$ cat src/rtl/bcd_game_timer.sv
// bcd_game_timer: a prescaled decimal (BCD) up-counter for game timing.
// A prescaler divides CLOCK_50 by TICK_DIV. Each time it expires, the BCD
// count advances by one with a true decimal ripple. At all-9s the count
// either wraps to zero or saturates.
// Optional feature: define BCD_GAME_TIMER_HEX_EN to build per-digit
// active-low seven-segment decoders on hex. Without it, hex is held blank
// (all ones).
module bcd_game_timer #(
  parameter int DIGITS      = 4,
  parameter int TICK_DIV    = 50000000,
  parameter int LEVEL_DIGIT = 1
) (
  input  logic                  CLOCK_50,
  input  logic                  reset,
  input  logic                  enable,
  input  logic                  clear,
  input  logic                  saturate,
  output logic [4*DIGITS-1:0]   bcd,
  output logic                  tick,
  output logic                  wrap,
  output logic                  at_max,
  output logic                  fast_slow,
  output logic [7*DIGITS-1:0]   hex
);

  localparam int              PW      = $clog2(TICK_DIV);
  localparam logic [PW-1:0]   PS_LAST = PW'(TICK_DIV - 1);

  typedef logic [4*DIGITS-1:0] bcd_t;

  logic [PW-1:0] ps_q, ps_d;
  bcd_t          bcd_q, bcd_d;
  logic          tick_q, tick_d;
  logic          wrap_q, wrap_d;
  logic          all_nines;

  // Decimal ripple increment: a digit advances only when every lower digit
  // is 9, and a 9 that receives a carry rolls over to 0.
  function automatic bcd_t bcd_inc(input bcd_t v);
    bcd_t       r;
    logic       carry;
    logic [3:0] d;
    r     = v;
    carry = 1'b1;
    for (int i = 0; i < DIGITS; i++) begin
      d = v[4*i +: 4];
      if (carry) begin
        if (d == 4'd9) begin
          d = 4'd0;
        end else begin
          d     = d + 4'd1;
          carry = 1'b0;
        end
      end
      r[4*i +: 4] = d;
    end
    return r;
  endfunction

  function automatic logic is_all_nines(input bcd_t v);
    logic r;
    r = 1'b1;
    for (int i = 0; i < DIGITS; i++) begin
      if (v[4*i +: 4] != 4'd9) r = 1'b0;
    end
    return r;
  endfunction

  // Decode the all-9s condition from the registered count.
  always_comb begin
    all_nines = is_all_nines(bcd_q);
  end

  // Next-state logic: clear wins over counting, and enable gates everything else.
  always_comb begin
    // NOTE: every signal written here gets a default first so that no path
    // leaves it unassigned; a missing default would infer a latch.
    ps_d   = ps_q;
    bcd_d  = bcd_q;
    tick_d = 1'b0;
    wrap_d = 1'b0;
    if (clear) begin
      ps_d  = '0;
      bcd_d = '0;
    end else if (enable) begin
      if (ps_q == PS_LAST) begin
        ps_d   = '0;
        tick_d = 1'b1;
        if (!all_nines) begin
          bcd_d = bcd_inc(bcd_q);
        end else if (!saturate) begin
          bcd_d  = '0;
          wrap_d = 1'b1;
        end
      end else begin
        ps_d = ps_q + PW'(1);
      end
    end
  end

  // State registers with asynchronous active-high reset.
  always_ff @(posedge CLOCK_50 or posedge reset) begin
    // NOTE: sequential state uses non-blocking assignments so that every
    // register samples its pre-edge value, independent of statement order.
    if (reset) begin
      ps_q   <= '0;
      bcd_q  <= '0;
      tick_q <= 1'b0;
      wrap_q <= 1'b0;
    end else begin
      ps_q   <= ps_d;
      bcd_q  <= bcd_d;
      tick_q <= tick_d;
      wrap_q <= wrap_d;
    end
  end

  assign bcd       = bcd_q;
  assign tick      = tick_q;
  assign wrap      = wrap_q;
  assign at_max    = all_nines;
  assign fast_slow = bcd_q[4*LEVEL_DIGIT];

`ifdef BCD_GAME_TIMER_HEX_EN
  // Active-low segment code {g,f,e,d,c,b,a}; non-decimal values show blank.
  function automatic logic [6:0] seg7(input logic [3:0] d);
    logic [6:0] s;
    case (d)
      4'd0:    s = 7'h40;
      4'd1:    s = 7'h79;
      4'd2:    s = 7'h24;
      4'd3:    s = 7'h30;
      4'd4:    s = 7'h19;
      4'd5:    s = 7'h12;
      4'd6:    s = 7'h02;
      4'd7:    s = 7'h78;
      4'd8:    s = 7'h00;
      4'd9:    s = 7'h18;
      default: s = 7'h7F;
    endcase
    return s;
  endfunction

  for (genvar g = 0; g < DIGITS; g++) begin : g_seg
    assign hex[7*g +: 7] = seg7(bcd_q[4*g +: 4]);
  end
`else
  assign hex = '1;
`endif

endmodule

$ cat config.mk
export PLATFORM = sky130hd
export DESIGN_NAME = bcd_game_timer
export DESIGN_NICKNAME = d
export VERILOG_FILES = /design/src/rtl/bcd_game_timer.sv
export SDC_FILE = /design/constraint.sdc
export NUM_CORES = 1
export LEC_CHECK = 0
export ABC_AREA = 0
export BUFFER_PORTS_ARGS = -buffer_cell sky130_fd_sc_hd__buf_2
export CAP_MARGIN = 10
export CORE_ASPECT_RATIO = 0.7
export CORE_MARGIN = 2
export CORE_UTILIZATION = 30
export DETAILED_ROUTE_END_ITERATION = 16
export PLACE_DENSITY_LB_ADDON = 0.3
export SLEW_MARGIN = 30
export SYNTH_ARGS = -nofsm -noshare
export SYNTH_HDL_FRONTEND = slang
export SYNTH_SLANG_ARGS = --single-unit
$ cat constraint.sdc
create_clock -name CLOCK_50 -period 2.2 [get_ports CLOCK_50]
set_input_delay 0.22 -clock CLOCK_50 [delete_from_list [all_inputs] [get_ports CLOCK_50]]
set_output_delay 0.22 -clock CLOCK_50 [all_outputs]
set_load 0.1 [all_outputs]
==> results of run 1 <==
==> registers in the layout (all words and copies together) (netlist names) <==
name and count:
ps_q 26, bcd 16, tick 1, wrap 1
==> critical path, stage by stage (launching register included) <==
cell     delay (ns)
dfrtp_4        0.50
inv_1          0.07
ha_1           0.16
and3b_2        0.30
nand2_4        0.12
nor3_4         0.23
buf_12         0.20
==> how the worst max path moves through the flow <==
stage                              end  cells past startpoint            startpoint
floorplan                       at_max                      2   bcd[11]$_DFFE_PP0P_
global placement    bcd[7]$_DFFE_PP0P_                      6  ps_q[18]$_DFFE_PP0P_
detailed placement  bcd[7]$_DFFE_PP0P_                      6  ps_q[18]$_DFFE_PP0P_
CTS                 bcd[7]$_DFFE_PP0P_                      6  ps_q[18]$_DFFE_PP0P_
global route                    at_max                      6    bcd[1]$_DFFE_PP0P_
finish                          at_max                      6    bcd[1]$_DFFE_PP0P_
==> metal layers <==
layer	GRT usage [%]	routed length (microns)	vias up
li1	-	-	1034
met1	23.2	3510	1059
met2	16.9	2470	46
met3	2.63	255	8
met4	3.53	65	0
met5	0	0	-
==> cell usage in the layout (no fill, tap or decap), drive strengths merged, types with 2 or more instances in the layout <==
cell and instances:
a21oi 9, and2 7, and3 2, and3b 4, and4 5, buf 46
clkbuf 6, clkinv 4, conb 28, dfrtp 44, ha 9, inv 6
nand2 18, nand2b 2, nand3 13, nand3b 5, nand4 14, nand4b 2
nor2 27, nor3 6, nor4 3, o211a 2, o21ai 4, o311ai 4
o31ai 9, o41ai 3, or3 4, or4 4, xnor2 3, xor2 20
==> logic make-up after synthesis <==
| kind of cell | synth area share (%) |
|---|---|
| xor gates and xnor gates | 7.55 |
| buffers and inverters | 10.7 |
| and+or+nand+nor | 25.7 |
| other | 0.141 |
| adders and majority gates | 4.22 |
| AOI/OAI and AO/OA | 10.4 |
| DFF | 41.3 |
==> metrics by stage <==
stage / cells / setup WS [ns]
global route: 445 / 0.0266
finish: 445 / 0.111
floorplan: 308 / -0.146
detailed placement: 433 / 0.0771
CTS: 442 / 0.0492
global placement: 433 / 0.110
==> power by group through the flow <==
stage	Clock, mW	Combinational (mW)	Sequential [mW]
2_1_floorplan	0	0.276	0.829
4_1_cts	0.784	0.266	0.814
5_1_grt	0.834	0.277	0.814
3_3_place_gp	0	0.263	0.829
6_report	0.765	0.265	0.815
3_5_place_dp	0	0.264	0.829
==> layout make-up <==
type                       instances  share of cell area, %
sequential                        44                   35.0
clock inverter                     2                  0.313
timing repair buffer              47                   10.1
multi-input combinational        218                   44.6
clock buffer                       6                   4.34
tap                              120                   4.70
inverter                           8                  0.939
==> what timing repair did <==
item	CTS	global route
pin swaps	0	2
endpoints found under the setup margin	1	11
hold endpoints to repair	10	0
gates resized for setup	1	8
setup buffers	0	3
hold buffers	1	0
==> results_dict.tcl, run 1 <==
set metrics [dict create \
    routed_wl_microns 6310 \
    p_leak_nw 1.51 \
    die_h_microns 82.9 \
    synth.avg_cell_area_sq_um 9.50 \
    hold_path_depth 2 \
    worst_hold_startpoint "saturate" \
    min_period_over_period_pct 94.9 \
    critical_path_class "reg2out" \
    status "complete, no violations" \
    synth_most_common_cell "dfrtp_1" \
    rr_startpoint "ps_q[0]$_DFFE_PP0P_" \
    finalInstanceArea_sq_um 3200 \
    power.internal_mw 1.28 \
    dieArea_sq_um 9680 \
    grt_use_total_pct 13.7 \
    yosysUniqueCellTypes 47 \
    vias 2147 \
    setup_viol 0 \
    clkSlewWorstSetupHoldPaths_ns 0.06 \
    ys.flop_type "dfrtp_1" \
    vias_per_cell 4.82 \
    comb_power_share_pct 14.4 \
    rrSetupSlack_ns 0.12 \
    grt_pass1_wl_microns 10500 \
    synthTopCellsByCount "44 x dfrtp_1, 29 x buf_4, 27 x nor2_1, 20 x xor2_1, 18 x nand2_1" \
    drtAntennaViolNets 0 \
    synth_top_area_share_pct 41.3 \
    reg2regPathDepth 7 \
    synth_seq_cells 44 \
    powerDensity_nw_per_um2 577 \
    finalMaxSlewViolations 0 \
    wire_per_inst_microns 14.2 \
    yosysTopAreaCell "dfrtp_1" \
    seq_area_frac_synth_pct 41.3 \
    utilization_pct 37.4 \
    r2r_end "bcd[7]$_DFFE_PP0P_" \
    drtIter0Drc 87 \
    worst_setup_path_start_kind "flop" \
    regArea_sq_um 1120 \
    htreeDepth 2 \
    yosysWarnings 0 \
    die_w_microns 117 \
    overflow 0 \
    num_rows 28 \
    antenna_cells 0 \
    cts_root_buf "clkbuf_16" \
    swShare_pct 30.8 \
    post-route-min-period_ns 2.09 \
    holdWs_ns 0.111 \
    clock_path_buffers 2 \
    critPathRequiredTime_ns 1.98 \
    hold_violations 0 \
    gp_congestion 0.845 \
    syn_to_final_growth_pct 19.8 \
    antenna_found_initial 0 \
    grt_start_max_net_pins 21 \
    port_buffers 24 \
    tritoncts "done" \
    fin_worst_skew_ns 0.00468 \
    layout-drive-gt1-share_pct 24.3 \
    rsz0062_at_grt "false" \
    p_clk_share_pct 41.5 \
    hpwl_microns 4660 \
    core_area_sq_um 8550 \
    clk-insertion-delay-late_ns 0.29 \
    critPathMaxFanout 8 \
    fmax_mhz 479 \
    synth-edff-count 0 \
    ir_drop_mv 0.256 \
    fin_tns_setup_ns 0 \
    start_util_pct 31.2 \
    grt_pass1_vias 1946 \
    syn_area_sq_um 2670 \
    io_pins 53 \
    cp_data_arrival_time_ns 1.87 \
    nFillCells 901 \
    synthTopCellsByArea "dfrtp_1 41%, buf_4 8.2%, xor2_1 6.6%" \
    drt_drc_violations_left 0 \
    hp-class "in2reg" \
    power_switching_mw 0.567 \
    nets 338 \
    cts_sinks 44 \
    postPlaceCellArea_sq_um 2990 \
    first_pass_iters 4 \
    cp-end-kind "primary output" \
    multiInputGateArea_sq_um 1430 \
    ys_async_sr_fraction_pct 100 \
    synthesis.instances 281 \
    power.total_mw 1.84 \
    drv_cap 0 \
    cts_buffers 5 \
    p_seq_share_pct 44.2 \
    min_to "wrap$_DFF_PP0_" \
]
(Power assumes the default switching activity.)
==> run 2, diff against run 1 <==
--- a/config.mk
+++ b/config.mk
@@ -12,6 +12,7 @@
 export CORE_MARGIN = 2
 export CORE_UTILIZATION = 30
 export DETAILED_ROUTE_END_ITERATION = 16
+export GPL_ROUTABILITY_DRIVEN = 0
 export PLACE_DENSITY_LB_ADDON = 0.3
 export SLEW_MARGIN = 30
 export SYNTH_ARGS = -nofsm -noshare
==> constraint.sdc (replaced) <==
create_clock -name CLOCK_50 -period 1.9 [get_ports CLOCK_50]
set_input_delay 0.19 -clock CLOCK_50 [delete_from_list [all_inputs] [get_ports CLOCK_50]]
set_output_delay 0.19 -clock CLOCK_50 [all_outputs]
set_load 0.1 [all_outputs]
==> run 2 against run 1 <==
Compared with the run above:
- the run now ends with negative setup slack left
- via count increased by 3.6%
- combinational power increased by 18%
- design area increased by 14%
- critical endpoint is now bcd[7]$_DFFE_PP0P_
- power increased by 22%
- cell count increased by 9.0%
- core utilization increased by 5.0 points
- wire length increased by 5.2%
- sequential power increased by 15%
- setup slack got worse by 0.18 ns
- die area unchanged
- non-clock buffer count increased by 40
- hold slack got worse by 0.075 ns
==> results_dict.tcl, run 2 (synthesis results as in run 1) <==
set metrics [dict create \
    status "finished with violations" \
    violations "negative setup slack" \
    place_inst 465 \
    slowest_delay_ns 0.47 \
    cts_buffers 5 \
    holdWs_ns 0.0359 \
    dieArea_sq_um 9680 \
    slew_headroom_pct 59.7 \
    core_area_sq_um 8550 \
    vias_per_cell 4.59 \
    die_h_microns 82.9 \
    multiInputGateArea_sq_um 1510 \
    num_rows 28 \
    grt_pass1_vias 2106 \
    wire_per_inst_microns 13.7 \
    final_cell_mix "57 x buf_4, 28 x conb_1, 28 x dfrtp_1" \
    drt_drc_violations_left 0 \
    utilization_pct 42.4 \
    cp_num_cells 6 \
    rsz0062_at_grt "true" \
    p_leak_nw 1.74 \
    fmax_mhz 508 \
    antenna_cells 0 \
    htreeDepth 2 \
    first_pass_iters 4 \
    grt_start_max_net_pins 45 \
    fin_worst_skew_ns 0.00438 \
    io_pins 53 \
    worstMarginPinSlew_ns 0.600 \
    antenna_found_initial 0 \
    cp-end-kind "flop" \
    nets 378 \
    critPathMaxFanout 5 \
    crit_chain "nor4_2 -> nand4_2 -> buf_6 -> or4_4 -> o41ai_4 -> o21bai_1" \
    grt_use_total_pct 13.9 \
    post-route-min-period_ns 1.97 \
    grt_pass1_wl_microns 10700 \
    layout_setup_ws_ns -0.0697 \
    layout-drive-gt1-share_pct 38.9 \
    cts_sinks 44 \
    regArea_sq_um 1140 \
    clk-insertion-delay-late_ns 0.29 \
    nFillCells 868 \
    critical_path_class "reg2reg" \
    min_period_over_period_pct 104 \
    layout_commonest_cell "buf_4" \
    syn_to_final_growth_pct 36.0 \
    critPathRequiredTime_ns 2.11 \
    rrSetupSlack_ns -0.07 \
    worst_setup_path_start_kind "flop" \
    vias 2225 \
    r2r_end "bcd[7]$_DFFE_PP0P_" \
    hpwl_microns 4640 \
    start_util_pct 31.2 \
    finalMaxSlewViolations 0 \
    setup_viol 9 \
    rr_startpoint "ps_q[8]$_DFFE_PP0P_" \
    cts_hold_buf 0 \
    regMostFlops "ps_q" \
    slowest_stage "or4_4" \
    reg2regPathDepth 6 \
    drtAntennaViolNets 0 \
    clock_path_buffers 2 \
    fin_cells 485 \
    largest_reg_flops 26 \
    ir_drop_mv 0.322 \
    crit_family "simple AND/OR/NAND/NOR gates" \
    tritoncts "done" \
    routed_wl_microns 6630 \
    overflow 0 \
    drtIter0Drc 84 \
    port_buffers 24 \
    clkSlewWorstSetupHoldPaths_ns 0.07 \
    drv_cap 0 \
    hp-class "in2async" \
    die_w_microns 117 \
    hold_violations 0 \
    fin_tns_setup_ns -0.367 \
    powerDensity_nw_per_um2 621 \
    power.total_mw 2.25 \
    path_buf_inv 1 \
    cts_root_buf "clkbuf_16" \
    cp_data_arrival_time_ns 2.18 \
]
run 2: cell types whose count changed in the layout (fill, tap and decap cells not counted), moves of 4 or more:
| cell | previous run | this run |
|---|---|---|
| a21oi_1 | 9 | 5 |
| buf_4 | 21 | 57 |
| dfrtp_4 | 2 | 8 |
| dfrtp_1 | 33 | 28 |
| buf_6 | 0 | 4 |
| a21oi_2 | 0 | 4 |
run 2: worst max-delay path by stage:
stage | from | endpoint | slack [ns]
after global placement | ps_q[9]$_DFFE_PP0P_ | bcd[14]$_DFFE_PP0P_ | -0.05
after CTS | ps_q[8]$_DFFE_PP0P_ | bcd[7]$_DFFE_PP0P_ | -0.06
after floorplan | bcd[1]$_DFFE_PP0P_ | at_max | -0.30
final | ps_q[8]$_DFFE_PP0P_ | bcd[7]$_DFFE_PP0P_ | -0.07
after global routing | ps_q[8]$_DFFE_PP0P_ | bcd[7]$_DFFE_PP0P_ | -0.15
after detailed placement | ps_q[24]$_DFFE_PP0P_ | bcd[14]$_DFFE_PP0P_ | -0.12
run 2: what timing repair did:
item / 4_1_cts / 5_1_grt
gates cloned: 0 / 1
buffers inserted: 5 / 6
setup endpoints to repair: 14 / 20
pin swaps: 8 / 12
gates resized for setup: 5 / 23
run 2: where the power goes:
group / total (mW) / leakage (nW) / switching (mW) / internal, mW
Clock: 0.997 / 0.0798 / 0.379 / 0.618
Sequential: 0.941 / 0.584 / 0.00175 / 0.939
Combinational: 0.314 / 1.07 / 0.289 / 0.0250
run 2: cell type report:
cell class	count	area share (%)
repair buffers	87	17.4
clock buffers	5	3.45
inverters	8	0.828
multi-input cells	218	41.5
flip-flops and latches	44	31.4
clock inverters	3	1.17
well taps	120	4.14
run 2: metrics by stage:
step           area, sq um  setup slack, ns
2_1_floorplan         2850           -0.296
4_1_cts               3480          -0.0573
3_5_place_dp          3260           -0.118
3_3_place_gp          3260          -0.0523
6_report              3630          -0.0697
5_1_grt               3630           -0.154
run 2: layer usage:
metal	wire length (microns)	global-route usage [%]	up-vias
li1	-	-	1118
met1	3630	22.9	1060
met2	2730	18.3	43
met3	235	2.70	4
met4	38	2.57	0
met5	0	0	-
run 2: worst register-to-register path, stage by stage, from the launching register on:
cell and delay [ns]:
dfrtp_1 0.38, nor4_2 0.32, nand4_2 0.15, buf_6 0.16, or4_4 0.47, o41ai_4 0.28
o21bai_1 0.14
